--- src/rtl/idex_pipe_reg_pkg.sv ---
// Shared definitions for the ID/EX pipeline register: control-bundle layout,
// the bubble constant and the per-edge action selection.
package pipe_pkg;

  localparam int CTRL_W = 10;

  // Control bundle, MSB first: {RegDst, ALUSrc, MemtoReg, RegWrite, MemRead,
  // MemWrite, Branch, ALUOp[1:0], Jump}
  localparam int CTRL_REGDST   = 9;
  localparam int CTRL_ALUSRC   = 8;
  localparam int CTRL_MEMTOREG = 7;
  localparam int CTRL_REGWRITE = 6;
  localparam int CTRL_MEMREAD  = 5;
  localparam int CTRL_MEMWRITE = 4;
  localparam int CTRL_BRANCH   = 3;
  localparam int CTRL_ALUOP_HI = 2;
  localparam int CTRL_ALUOP_LO = 1;
  localparam int CTRL_JUMP     = 0;

  typedef logic [CTRL_W-1:0] ctrl_t;

  localparam ctrl_t CTRL_NOP = '0;

  typedef enum logic [1:0] {
    ACT_FLUSH  = 2'd0,
    ACT_BUBBLE = 2'd1,
    ACT_HOLD   = 2'd2,
    ACT_LOAD   = 2'd3
  } idex_action_e;

  function automatic idex_action_e pick_action(input logic branch_flush,
                                               input logic stall_flush,
                                               input logic write_en);
    idex_action_e act;
    if (branch_flush) begin
      act = ACT_FLUSH;
    end else if (stall_flush) begin
      act = ACT_BUBBLE;
    end else if (!write_en) begin
      act = ACT_HOLD;
    end else begin
      act = ACT_LOAD;
    end
    return act;
  endfunction

endpackage

--- src/rtl/idex_pipe_reg_if.sv ---
// ID-side inputs and EX-side outputs of the ID/EX register; master drives the
// decoded instruction and stall controls, slave is the register itself.
interface idex_pipe_reg_if #(
  parameter int DATA_W = 32,
  parameter int CNT_W  = 16
) ();

  logic                  IDEX_WriteEn;
  logic                  Stall_flush;
  logic                  Branch_flush;
  logic [DATA_W-1:0]     ID_PC4;
  logic [DATA_W-1:0]     ID_ReadData1;
  logic [DATA_W-1:0]     ID_ReadData2;
  logic [DATA_W-1:0]     ID_Imm;
  logic [4:0]            ID_rs;
  logic [4:0]            ID_rt;
  logic [4:0]            ID_rd;
  pipe_pkg::ctrl_t       ID_Ctrl;

  logic [DATA_W-1:0]     EX_PC4;
  logic [DATA_W-1:0]     EX_ReadData1;
  logic [DATA_W-1:0]     EX_ReadData2;
  logic [DATA_W-1:0]     EX_Imm;
  logic [4:0]            EX_rs;
  logic [4:0]            EX_rt;
  logic [4:0]            EX_rd;
  pipe_pkg::ctrl_t       EX_Ctrl;
  logic                  EX_MemRead;
  logic                  EX_valid;
  logic [CNT_W-1:0]      Bubble_count;
  logic                  Stall_err;

  modport master (
    output IDEX_WriteEn, Stall_flush, Branch_flush,
    output ID_PC4, ID_ReadData1, ID_ReadData2, ID_Imm, ID_rs, ID_rt, ID_rd, ID_Ctrl,
    input  EX_PC4, EX_ReadData1, EX_ReadData2, EX_Imm, EX_rs, EX_rt, EX_rd, EX_Ctrl,
    input  EX_MemRead, EX_valid, Bubble_count, Stall_err
  );

  modport slave (
    input  IDEX_WriteEn, Stall_flush, Branch_flush,
    input  ID_PC4, ID_ReadData1, ID_ReadData2, ID_Imm, ID_rs, ID_rt, ID_rd, ID_Ctrl,
    output EX_PC4, EX_ReadData1, EX_ReadData2, EX_Imm, EX_rs, EX_rt, EX_rd, EX_Ctrl,
    output EX_MemRead, EX_valid, Bubble_count, Stall_err
  );

endinterface

--- src/rtl/idex_pipe_reg_sat_counter.sv ---
// Saturating up-counter with synchronous clear (clear wins over increment)
// and asynchronous active-high reset.
module sat_counter #(
  parameter int W = 4
) (
  input  logic         clk,
  input  logic         reset,
  input  logic         inc,
  input  logic         clr,
  output logic [W-1:0] count
);

  localparam logic [W-1:0] COUNT_MAX = '1;

  // Count up on inc, stick at all-ones, return to zero on clr
  always_ff @(posedge clk or posedge reset) begin
    if (reset) begin
      count <= '0;
    end else if (clr) begin
      count <= '0;
    end else if (inc && (count != COUNT_MAX)) begin
      count <= count + 1'b1;
    end
  end

endmodule

--- src/rtl/idex_pipe_reg.sv ---
// ID/EX pipeline register: loads, holds or bubbles the decoded instruction,
// counts inserted bubbles and flags a stall streak that never releases.
module idex_pipe_reg
  import pipe_pkg::*;
#(
  parameter int DATA_W    = 32,
  parameter int CNT_W     = 16,
  parameter int MAX_STALL = 1
) (
  input logic           clk,
  input logic           reset,
  idex_pipe_reg_if.slave bus
);

  localparam int STREAK_W = $clog2(MAX_STALL + 2);
  localparam logic [STREAK_W-1:0] STREAK_LIMIT = STREAK_W'(MAX_STALL);

  logic [DATA_W-1:0]   pc4;
  logic [DATA_W-1:0]   read_data1;
  logic [DATA_W-1:0]   read_data2;
  logic [DATA_W-1:0]   imm;
  logic [4:0]          rs;
  logic [4:0]          rt;
  logic [4:0]          rd;
  ctrl_t               ctrl;
  logic                valid;
  logic                stall_err;
  logic [CNT_W-1:0]    bubble_count;
  logic [STREAK_W-1:0] streak;

  idex_action_e action;
  logic         bubble_inc;
  logic         stall_edge;

  // Decode this edge's action and the counter controls
  always_comb begin
    action     = pick_action(bus.Branch_flush, bus.Stall_flush, bus.IDEX_WriteEn);
    bubble_inc = 1'b0;
    stall_edge = 1'b0;
    case (action)
      ACT_FLUSH:  bubble_inc = 1'b1;
      ACT_BUBBLE: begin
        bubble_inc = 1'b1;
        stall_edge = 1'b1;
      end
      ACT_HOLD:   bubble_inc = 1'b0;
      ACT_LOAD:   bubble_inc = 1'b0;
      default:    bubble_inc = 1'b0;
    endcase
  end

  // Pipeline fields: a squashed instruction still loads its data, control is zeroed
  always_ff @(posedge clk or posedge reset) begin
    if (reset) begin
      pc4        <= '0;
      read_data1 <= '0;
      read_data2 <= '0;
      imm        <= '0;
      rs         <= '0;
      rt         <= '0;
      rd         <= '0;
      ctrl       <= CTRL_NOP;
      valid      <= 1'b0;
    end else begin
      case (action)
        ACT_FLUSH, ACT_LOAD: begin
          pc4        <= bus.ID_PC4;
          read_data1 <= bus.ID_ReadData1;
          read_data2 <= bus.ID_ReadData2;
          imm        <= bus.ID_Imm;
          rs         <= bus.ID_rs;
          rt         <= bus.ID_rt;
          rd         <= bus.ID_rd;
          ctrl       <= (action == ACT_LOAD) ? bus.ID_Ctrl : CTRL_NOP;
          valid      <= (action == ACT_LOAD);
        end
        ACT_BUBBLE: begin
          ctrl  <= CTRL_NOP;
          valid <= 1'b0;
        end
        default: begin
          ctrl  <= ctrl;
          valid <= valid;
        end
      endcase
    end
  end

  // Sticky watchdog: trips on the stall edge that would push the streak past the limit
  always_ff @(posedge clk or posedge reset) begin
    if (reset) begin
      stall_err <= 1'b0;
    end else if (stall_edge && (streak >= STREAK_LIMIT)) begin
      stall_err <= 1'b1;
    end
  end

  sat_counter #(.W(CNT_W)) u_bubble_cnt (
    .clk   (clk),
    .reset (reset),
    .inc   (bubble_inc),
    .clr   (1'b0),
    .count (bubble_count)
  );

  sat_counter #(.W(STREAK_W)) u_streak_cnt (
    .clk   (clk),
    .reset (reset),
    .inc   (stall_edge),
    .clr   (~stall_edge),
    .count (streak)
  );

  assign bus.EX_PC4       = pc4;
  assign bus.EX_ReadData1 = read_data1;
  assign bus.EX_ReadData2 = read_data2;
  assign bus.EX_Imm       = imm;
  assign bus.EX_rs        = rs;
  assign bus.EX_rt        = rt;
  assign bus.EX_rd        = rd;
  assign bus.EX_Ctrl      = ctrl;
  assign bus.EX_MemRead   = ctrl[CTRL_MEMREAD];
  assign bus.EX_valid     = valid;
  assign bus.Bubble_count = bubble_count;
  assign bus.Stall_err    = stall_err;

endmodule

--- src/flat_wrapper.sv ---
// flat-port wrapper written by rule: the top's interface ports become plain ports
module idex_pipe_reg_flat import pipe_pkg::*;
#(
  parameter int DATA_W    = 32,
  parameter int CNT_W     = 16,
  parameter int MAX_STALL = 1
)
  (clk, reset, bus_IDEX_WriteEn, bus_Stall_flush, bus_Branch_flush, bus_ID_PC4, bus_ID_ReadData1, bus_ID_ReadData2, bus_ID_Imm, bus_ID_rs, bus_ID_rt, bus_ID_rd, bus_ID_Ctrl, bus_EX_PC4, bus_EX_ReadData1, bus_EX_ReadData2, bus_EX_Imm, bus_EX_rs, bus_EX_rt, bus_EX_rd, bus_EX_Ctrl, bus_EX_MemRead, bus_EX_valid, bus_Bubble_count, bus_Stall_err);
  idex_pipe_reg_if #(.DATA_W(DATA_W), .CNT_W(CNT_W)) bus_i ();
  input logic clk;
  input logic reset;
  input wire logic [$bits(bus_i.IDEX_WriteEn)-1:0] bus_IDEX_WriteEn;
  input wire logic [$bits(bus_i.Stall_flush)-1:0] bus_Stall_flush;
  input wire logic [$bits(bus_i.Branch_flush)-1:0] bus_Branch_flush;
  input wire logic [$bits(bus_i.ID_PC4)-1:0] bus_ID_PC4;
  input wire logic [$bits(bus_i.ID_ReadData1)-1:0] bus_ID_ReadData1;
  input wire logic [$bits(bus_i.ID_ReadData2)-1:0] bus_ID_ReadData2;
  input wire logic [$bits(bus_i.ID_Imm)-1:0] bus_ID_Imm;
  input wire logic [$bits(bus_i.ID_rs)-1:0] bus_ID_rs;
  input wire logic [$bits(bus_i.ID_rt)-1:0] bus_ID_rt;
  input wire logic [$bits(bus_i.ID_rd)-1:0] bus_ID_rd;
  input wire logic [$bits(bus_i.ID_Ctrl)-1:0] bus_ID_Ctrl;
  output wire logic [$bits(bus_i.EX_PC4)-1:0] bus_EX_PC4;
  output wire logic [$bits(bus_i.EX_ReadData1)-1:0] bus_EX_ReadData1;
  output wire logic [$bits(bus_i.EX_ReadData2)-1:0] bus_EX_ReadData2;
  output wire logic [$bits(bus_i.EX_Imm)-1:0] bus_EX_Imm;
  output wire logic [$bits(bus_i.EX_rs)-1:0] bus_EX_rs;
  output wire logic [$bits(bus_i.EX_rt)-1:0] bus_EX_rt;
  output wire logic [$bits(bus_i.EX_rd)-1:0] bus_EX_rd;
  output wire logic [$bits(bus_i.EX_Ctrl)-1:0] bus_EX_Ctrl;
  output wire logic [$bits(bus_i.EX_MemRead)-1:0] bus_EX_MemRead;
  output wire logic [$bits(bus_i.EX_valid)-1:0] bus_EX_valid;
  output wire logic [$bits(bus_i.Bubble_count)-1:0] bus_Bubble_count;
  output wire logic [$bits(bus_i.Stall_err)-1:0] bus_Stall_err;
  assign bus_i.IDEX_WriteEn = bus_IDEX_WriteEn;
  assign bus_i.Stall_flush = bus_Stall_flush;
  assign bus_i.Branch_flush = bus_Branch_flush;
  assign bus_i.ID_PC4 = bus_ID_PC4;
  assign bus_i.ID_ReadData1 = bus_ID_ReadData1;
  assign bus_i.ID_ReadData2 = bus_ID_ReadData2;
  assign bus_i.ID_Imm = bus_ID_Imm;
  assign bus_i.ID_rs = bus_ID_rs;
  assign bus_i.ID_rt = bus_ID_rt;
  assign bus_i.ID_rd = bus_ID_rd;
  assign bus_i.ID_Ctrl = bus_ID_Ctrl;
  assign bus_EX_PC4 = bus_i.EX_PC4;
  assign bus_EX_ReadData1 = bus_i.EX_ReadData1;
  assign bus_EX_ReadData2 = bus_i.EX_ReadData2;
  assign bus_EX_Imm = bus_i.EX_Imm;
  assign bus_EX_rs = bus_i.EX_rs;
  assign bus_EX_rt = bus_i.EX_rt;
  assign bus_EX_rd = bus_i.EX_rd;
  assign bus_EX_Ctrl = bus_i.EX_Ctrl;
  assign bus_EX_MemRead = bus_i.EX_MemRead;
  assign bus_EX_valid = bus_i.EX_valid;
  assign bus_Bubble_count = bus_i.Bubble_count;
  assign bus_Stall_err = bus_i.Stall_err;
  idex_pipe_reg #(.DATA_W(DATA_W), .CNT_W(CNT_W), .MAX_STALL(MAX_STALL)) u_core (.clk(clk), .reset(reset), .bus(bus_i));
endmodule
--- config.mk ---
export PLATFORM = sky130hd
export DESIGN_NAME = idex_pipe_reg_flat
export DESIGN_NICKNAME = d
export VERILOG_FILES = /design/src/rtl/idex_pipe_reg_pkg.sv /design/src/rtl/idex_pipe_reg_if.sv /design/src/rtl/idex_pipe_reg_sat_counter.sv /design/src/rtl/idex_pipe_reg.sv /design/src/flat_wrapper.sv
export SDC_FILE = /design/constraint.sdc
export NUM_CORES = 1
export LEC_CHECK = 0
export BUFFER_PORTS_ARGS = -buffer_cell sky130_fd_sc_hd__buf_2
export CELL_PAD_IN_SITES_DETAIL_PLACEMENT = 0
export CELL_PAD_IN_SITES_GLOBAL_PLACEMENT = 1
export CORE_ASPECT_RATIO = 0.5
export CORE_MARGIN = 5
export CORE_UTILIZATION = 30
export CTS_CLUSTER_DIAMETER = 100
export CTS_CLUSTER_SIZE = 20
export DETAILED_ROUTE_END_ITERATION = 10
export PLACE_DENSITY_LB_ADDON = 0.08
export SETUP_SLACK_MARGIN = 0.5
export SYNTH_ARGS = -nofsm -noshare
export SYNTH_HDL_FRONTEND = slang
export SYNTH_SLANG_ARGS = --single-unit
--- constraint.sdc ---
create_clock -name clk -period 6.05 [get_ports clk]
set_clock_uncertainty 0.1 [all_clocks]
set_input_delay 0 -clock clk [delete_from_list [all_inputs] [get_ports clk]]
set_output_delay 0 -clock clk [all_outputs]
set_load 0.1 [all_outputs]
-- Word level (Yosys, flattened, before mapping)
Cells that the tools add are included.
- register bits: 173
- bits in latches: 0
- RAM bits: 0
- ROM bits: 0
- input port bits: 158
- output and inout port bits: 172
- logic and storage cells: 39
- memories kept: 0
- add/sub/neg operators: 2
- multipliers: 0
- divide/modulo/power cells: 0
- order comparisons: 1
- equal/unequal tests: 6
- shifts and indexed selects: 0
- multiplexer cells: 10
- bitwise operators: 0
- reduce and logical (&&, ||, !) cells: 8
- operators with widths (operator ; number):
    10-bit one-hot mux with 2 select lines ; 1
    16-bit by 1-bit adder with 16-bit output (second input constant) ; 1
    16-bit inequality test (second input constant) ; 1
    10-bit two-way mux ; 1
    2-bit two-way mux ; 4
    2-bit OR reduction ; 3
    2-bit == test (second input constant) ; 2
    2-bit inequality test (second input constant) ; 2
    1-bit one-hot mux with 2 select lines ; 2
    1-bit logical AND ; 3
    2-bit by 1-bit adder with 2-bit output (second input constant) ; 1
    2-bit by 1-bit == test with 1-bit output (second input constant) ; 1
    2-bit by 1-bit greater-or-equal comparator with 1-bit output (second input constant) ; 1
    2-bit zero test ; 1
    1-bit two-way mux ; 2
    2-bit nonzero test ; 1

-- Depth between registers and ports, before layout
Gate-level depths: netlist of run 1.
- depth in word-level cells: 8
- depth in mapped cells: 7
- gate-level depth less buffers: 6

-- By module
From an unflattened synthesis of run 1, not the netlist that was laid out.
- cells, all modules: 476
- area total of the unflattened synthesis: 7229.4 µm²
- by module, submodules not included (module ; times used ; cells an instance ; area an instance (µm²) ; sequential area each (µm²)):
    idex_pipe_reg ; 1 ; 364 ; 6169.7 ; 3878.7
    sat_counter at u_core.u_bubble_cnt ; 1 ; 101 ; 932.1 ; 400.4
    sat_counter at u_core.u_streak_cnt ; 1 ; 11 ; 127.6 ; 50.0

-- Worst setup path before layout of run 1
Ideal clock, no wire load.
- kind: register to register
- start point: register u_core.u_bubble_cnt.count[12]
- end point: register u_core.u_bubble_cnt.count[1]
- library setup time: 127 ps
- arrival time: 2151 ps
- data required time: 5823 ps
- path slack: 3673 ps
- cell stages (with the launch flop): 5
- path buffers: 0
- clock period less this slack: 2377 ps
- cells stage by stage: dfrtp_1 nand4_1 nor4_4 nor2_2 mux2_4
- longest elaborated chain between the ends: 2
- RTL lines (item ; line ; text):
    start, declared ; idex_pipe_reg_sat_counter.sv:10 ; output logic [W-1:0] count
    start signal, assigned ; idex_pipe_reg_sat_counter.sv:22 ; count <= count + 1'b1;
    16-bit inequality test ; idex_pipe_reg_sat_counter.sv:21 ; end else if (inc && (count != COUNT_MAX)) begin
    1-bit logical AND ; idex_pipe_reg_sat_counter.sv:21 ;
No other way between the ends.
A chain may end at the register's enable or synchronous reset.

-- Worst setup path after layout of run 1
- start point: input port bus_Branch_flush
- end point: register u_core.rt[0] (netlist: u_core.bus.EX_rt[0])
- longest elaborated chain between the ends: 3
- elaborated cells on any way between the ends: 4
- those cells by class: eq/ne (1); mux (1); reduce/logical (2)
- RTL lines (item ; line ; text):
    start, declared ; flat_wrapper.sv:14 ; input wire logic [$bits(bus_i.Branch_flush)-1:0] bus_Branch_flush;
    2-bit two-way mux * ; idex_pipe_reg_pkg.sv:35 ; if (branch_flush) begin
    2-bit == test / 2-bit zero test (equally long branches) ; idex_pipe_reg.sv:65 ; case (action)
    2-bit OR reduction * ; idex_pipe_reg.sv:65 ;
    end signal, assigned ; idex_pipe_reg.sv:72 ; rt <= bus.ID_rt;
    end, declared ; idex_pipe_reg.sv:23 ; logic [4:0] rt;
Every way passes the cells marked *; elsewhere a longest branch is shown, timed or not.

==> flow_summary.toml, run 1 <==
[status]
status = "completed"

[yosys]
synth-seq-cells = 173
synth-warning-count = 0
synth_nets = 586
synthCells = 421
postSynthAreaPerCell_um2 = 15.9
synth_top_area_share_pct = 64.7
yosysSeqAreaShare_pct = 64.7
ys_types = 37
syn_area_um2 = 6690
yosysTopAreaCell = "dfrtp_1"
ys_top_cells_by_area = "dfrtp_1 65%, mux2_2 25%, a22o_1 1.3%"

[floorplan]
core-area_um2 = 21800
fp.dieH_um = 116
die_area_um2 = 25600
start_util_pct = 30.7
row_count = 38
ios = 330
die_w_um = 221

[cts]
clk_pin_slew_ns = 0.06
clockRootBuffer = "clkbuf_16"
clk_latency_ns = 0.43
clock_path_buffers = 2
h-tree-depth = 4
tritoncts = "built"
cts_num_sinks = 173
cts_buffers = 17

[power]
seq_power_share_pct = 31.6
leakagePower_nw = 5.24
intPower_mw = 2.44
p_comb_share_pct = 42.6
net-switching-power_mw = 2.11
switching_share_pct = 46.4
irDropWorstVdd_mv = 0.235
pwr_density_cell_nw_per_um2 = 419
p_clk_share_pct = 25.8

[worst_setup_path]
reg2reg_from = "u_core.u_bubble_cnt.count[0]$_DFFE_PP0P_"
crit_start = "bus_Branch_flush"
worstSetupStartpointType = "primary input"
criticalPathCategory = "in2reg"
cp.required_ns = 6.27
cp-end-kind = "flip-flop"
worstPathArrival_ns = 2.88
crit_fanout = 51

[timing]
rsz0062_at_grt = "false"
finalCritPeriodShare_pct = 44.0
period_minus_slack_ns = 2.66
fmax_ghz = 0.376
setup_ws_ns = 3.39
slew_violations = 0
fin_tns_setup_ns = 0
setup_viol = 0
worst_pin_slew_ns = 0.977
hold_viol_final = 0
relSlewSlack_pct = 34.9

[min_path]
hp-class = "in2reg"
hp-start = "bus_Stall_flush"

[placement]
numPortBuffers = 329
hpwlAfterDp_um = 13900
dp_cells = 1035
dp_slack_ns = 3.42
globalplace.congestion = 0.740

[drt]
drc = 0
first_pass_iters = 4
routed_wl_um = 19700
drtIter0Drc = 196
ant_nets = 0
vias = 5234
vias_per_cell = 4.28
post_drt_wl_per_cell_um = 16.1

[finish]
layout_commonest_cell = "buf_2"
finalNonFillerCells = 1224
fill_cells = 1968
drive_gt1_share_pct = 56.0
layout.nets = 1075
area_growth_pct = 62.3
final_cell_mix = "329 x buf_2, 173 x dfrtp_1, 156 x dlygate4sd3_1"

[grt]
grt_overflow = 0
grt_use_total_pct = 15.5
grt_pass1_vias = 5723
antenna_found_initial = 0
grt_max_degree = 109
grt_pass1_wl_um = 31100

[run]
maxCapViolCount = 0
cells by family after synthesis:
| kind of cell | after synthesis | synth area share, % |
|---|---|---|
| flops | 173 | 64.7 |
| mux | 148 | 25.0 |
| simple gates | 40 | 3.80 |
| buf+inv | 24 | 1.53 |
| compound gates | 17 | 2.11 |
| xor+xnor | 12 | 1.57 |
| fa+ha+maj | 7 | 1.31 |
synth_stat cells:
library cell	n
nand4_1	4
o31ai_1	1
and2_1	1
and3_1	1
mux2_2	146
and4_1	1
a21o_1	1
nand2_1	7
nand3_1	5
nor4_2	1
buf_4	1
o21a_1	2
nor3_1	1
a22o_1	10
o2111a_1	1
nor2_2	1
or2_2	1
o21ai_0	1
nor2b_1	1
mux2i_1	1
nor3b_2	1
nor4b_1	1
dfrtp_1	173
nand2b_1	1
nor4_1	2
xor2_1	8
ha_1	7
nor3b_1	1
o211ai_1	1
nor4_4	1
nand4_4	1
nor2_1	8
xnor2_1	4
clkbuf_1	10
mux2_4	1
inv_1	6
buf_2	7
power groups by stage:
stage	Combinational, mW	Clock [mW]	Sequential (mW)
floorplan	0.281	0	2.71
global placement	1.87	0	1.45
detailed placement	1.87	0	1.46
CTS	1.96	1.22	1.44
global route	2.00	1.26	1.47
finish	1.94	1.17	1.44
state kept, by name (all words and copies together), names as in the netlist, 10 cells and up:
name,flops
u_core.bus.EX_Ctrl,10
u_core.bus.EX_Imm,32
u_core.bus.EX_PC4,32
u_core.bus.EX_ReadData1,32
u_core.bus.EX_ReadData2,32
u_core.u_bubble_cnt.count,16
routing by layer:
metal / part of all wire (%) / track usage, % / up-vias
li1: - / - / 2476
met2: 54 / 27.9 / 115
met1: 39 / 17.5 / 2616
met5: 0 / 0 / -
met4: 2.5 / 6.36 / 0
met3: 4.4 / 4.76 / 27
final timing paths:
check                                                            to  slack (ns)  depth (start not counted)
min in group asynchronous           u_core.bus.EX_rd[1]$_DFFE_PP0P_        0.26                          3
hold reg to reg                    u_core.bus.Stall_err$_DFFE_PP0P_        0.37                          1
max in group asynchronous   u_core.bus.EX_ReadData1[22]$_DFFE_PP0P_        4.13                          4
hold / removal             u_core.u_bubble_cnt.count[0]$_DFFE_PP0P_        0.05                          4
setup / recovery                    u_core.bus.EX_rt[0]$_DFFE_PP0P_        3.39                          6
setup reg to reg           u_core.u_bubble_cnt.count[1]$_DFFE_PP0P_        4.19                          5
worst max-delay path, stage by stage:
cell	delay (ns)
dlygate4sd3_1	0.54
buf_2	0.15
or2_2	0.34
ha_4	0.73
buf_4	0.64
mux2_2	0.41
layout make-up:
cell class | count | area [µm²] | share of cell area, %
inverters | 6 | 27.5 | 0.253
clock inverters | 11 | 164 | 1.51
diodes | 1 | 2.50 | 0.0230
clock buffers | 21 | 460 | 4.24
multi-input cells | 224 | 2270 | 20.9
repair buffers | 488 | 3230 | 29.7
well taps | 300 | 375 | 3.46
flip-flops and latches | 173 | 4330 | 39.9
through the flow:
step	util, %	total power [mW]	cell area [µm²]	hold WS [ns]
after global placement	39.8	3.32	8670	0.118
after global routing	49.9	4.73	10900	0.0833
after floorplan	-	2.99	6690	0.0327
after detailed placement	39.8	3.33	8670	0.123
final	49.9	4.55	10900	0.0457
after CTS	49.9	4.61	10900	0.0145
repair_timing:
item,CTS,global route
endpoints found under the setup margin,0,0
endpoints found under the hold margin,261,0
hold buffers,156,0
buffers inserted,0,0
resized for setup,0,0
Power figures use the tool's default switching activity.
==> run 2, diff against run 1 <==
==> constraint.sdc (replaced) <==
create_clock -name clk -period 2.6 [get_ports clk]
set_clock_uncertainty 0.1 [all_clocks]
set_input_delay 0 -clock clk [delete_from_list [all_inputs] [get_ports clk]]
set_output_delay 0 -clock clk [all_outputs]
set_load 0.1 [all_outputs]
==> flow_summary.toml, run 2 (same netlist as run 1, synthesis figures left out) <==
[worst_setup_path]
worstSetupStartpointType = "primary input"
reg2reg_from = "u_core.u_bubble_cnt.count[15]$_DFFE_PP0P_"
cp_top_family = "buffers and inverters"
cp.required_ns = 2.80
criticalPathCategory = "in2reg"
max_stage_delay_ns = 0.54
crit_start = "bus_Branch_flush"
critical-path-slowest-cell = "dlygate4sd3_1"
crit_path_cell_trace = "dlygate4sd3_1, buf_2, or2_2, ha_4, buf_12, mux2_2"
crit_buf_inv = 3
cp-end-kind = "flip-flop"
path_depth = 6
crit_fanout = 78
worstPathArrival_ns = 2.17
worstRegToRegCells = 4

[placement]
hpwlAfterDp_um = 13900
numPortBuffers = 329
globalplace.congestion = 0.749
dp_slack_ns = 0.699

[status]
status = "completed"

[drt]
drc = 0
post_drt_wl_per_cell_um = 15.9
vias = 5244
first_pass_iters = 3
vias_per_cell = 4.28
ant_nets = 0
routed_wl_um = 19500
drtIter0Drc = 153

[cts]
h-tree-depth = 4
cts_buffers = 17
cts_num_sinks = 173
clk_latency_ns = 0.43
clock_path_buffers = 2
clk_pin_slew_ns = 0.06
clockRootBuffer = "clkbuf_16"
tritoncts = "built"
post-cts-setup-buffer-count = 0

[timing]
period_minus_slack_ns = 1.96
setup_viol = 0
relSlewSlack_pct = 53.7
slew_violations = 0
finalCritPeriodShare_pct = 75.4
fmax_ghz = 0.510
fin_tns_setup_ns = 0
hold-worst-slack_ns = 0.0919
setup_ws_ns = 0.639
rsz0062_at_grt = "false"
worst_pin_slew_ns = 0.694
hold_viol_final = 0

[min_path]
hp-start = "bus_Stall_flush"
min_path_cells = 4
hp-class = "in2reg"

[finish]
area_growth_pct = 63.4
fill_cells = 2007
layout_commonest_cell = "buf_2"
layout.nets = 1077
final-seq-area_um2 = 4330
final_cell_mix = "329 x buf_2, 173 x dfrtp_1, 156 x dlygate4sd3_1"
drive_gt1_share_pct = 56.2
multi_input_area_um2 = 2280

[grt]
grt_pass1_wl_um = 31100
grt_pass1_vias = 5822
antenna_found_initial = 0
grt_use_total_pct = 15.3
grt_max_degree = 81
grt_overflow = 0

[floorplan]
fp.dieH_um = 116
row_count = 38
ios = 330
start_util_pct = 30.7
die_area_um2 = 25600
core-area_um2 = 21800
die_w_um = 221

[run]
maxCapViolCount = 0

[power]
irDropWorstVdd_mv = 0.394
pwr_density_cell_nw_per_um2 = 973
leakagePower_nw = 5.26
-- run 2: changes by cell type in the layout (fill, tap and decap cells not counted), sizes merged --
| cell | delta |
|---|---|
| clkbuf | -1 |
| clkinvlp | +2 |
| clkinv | -2 |
| buf | +2 |
| inv | +1 |
-- run 2: where the power goes --
part           total [mW]  switching, mW  leakage, nW  internal [mW]
sequential           3.34          0.255         2.07           3.09
clock                2.77           1.10        0.304           1.67
combinational        4.53           3.59         2.88          0.936
total                10.6           4.95         5.26           5.70
-- run 2: layer usage --
metal / global-route usage (%) / routed length [µm] / share of wire (%) / vias up
met2: 28.7 / 10700 / 55 / 123
met5: 0 / 0 / 0 / -
met3: 4.40 / 910 / 4.7 / 29
met4: 6.32 / 434 / 2.2 / 0
li1: - / - / - / 2475
met1: 16.7 / 7490 / 38 / 2617
-- run 2: worst register-to-register path, stage by stage (launching register included) --
cell	delay, ns
dfrtp_1	0.43
nand4_1	0.27
nor4_4	0.49
nor2_2	0.11
mux2_4	0.31
-- run 2: layout make-up --
class,count,share of cell area (%)
inverters,6,0.240
flip-flops and latches,173,39.6
clock buffers,20,4.18
well taps,300,3.43
multi-input cells,224,20.8
diodes,1,0.0229
clock inverters,12,1.67
repair buffers,490,30.0
-- run 2: repair_timing --
action,in CTS,in global routing
setup endpoints to repair,0,10
resized for setup,0,1
hold buffers,156,0
endpoints found under the hold margin,327,0
-- run 2: worst paths after layout --
check | endpoint | slack, ns
max in group asynchronous | u_core.u_bubble_cnt.count[11]$_DFFE_PP0P_ | 1.62
min reg2reg | u_core.bus.Stall_err$_DFFE_PP0P_ | 0.36
max | u_core.bus.EX_Imm[22]$_DFFE_PP0P_ | 0.64
min in group asynchronous | u_core.bus.EX_ReadData2[11]$_DFFE_PP0P_ | 0.18
max reg2reg | u_core.u_bubble_cnt.count[1]$_DFFE_PP0P_ | 0.78
min | u_core.u_bubble_cnt.count[0]$_DFFE_PP0P_ | 0.09
-- run 2: through the flow --
| step | utilization (%) | area [µm²] | instances | power, mW |
|---|---|---|---|---|
| 2_1_floorplan | - | 6690 | 421 | 6.95 |
| 3_3_place_gp | 40.1 | 8720 | 1037 | 7.72 |
| 3_5_place_dp | 40.1 | 8720 | 1037 | 7.75 |
| 4_1_cts | 50.2 | 10900 | 1225 | 10.8 |
| 5_1_grt | 50.2 | 10900 | 1225 | 11.1 |
| 6_report | 50.2 | 10900 | 1226 | 10.6 |
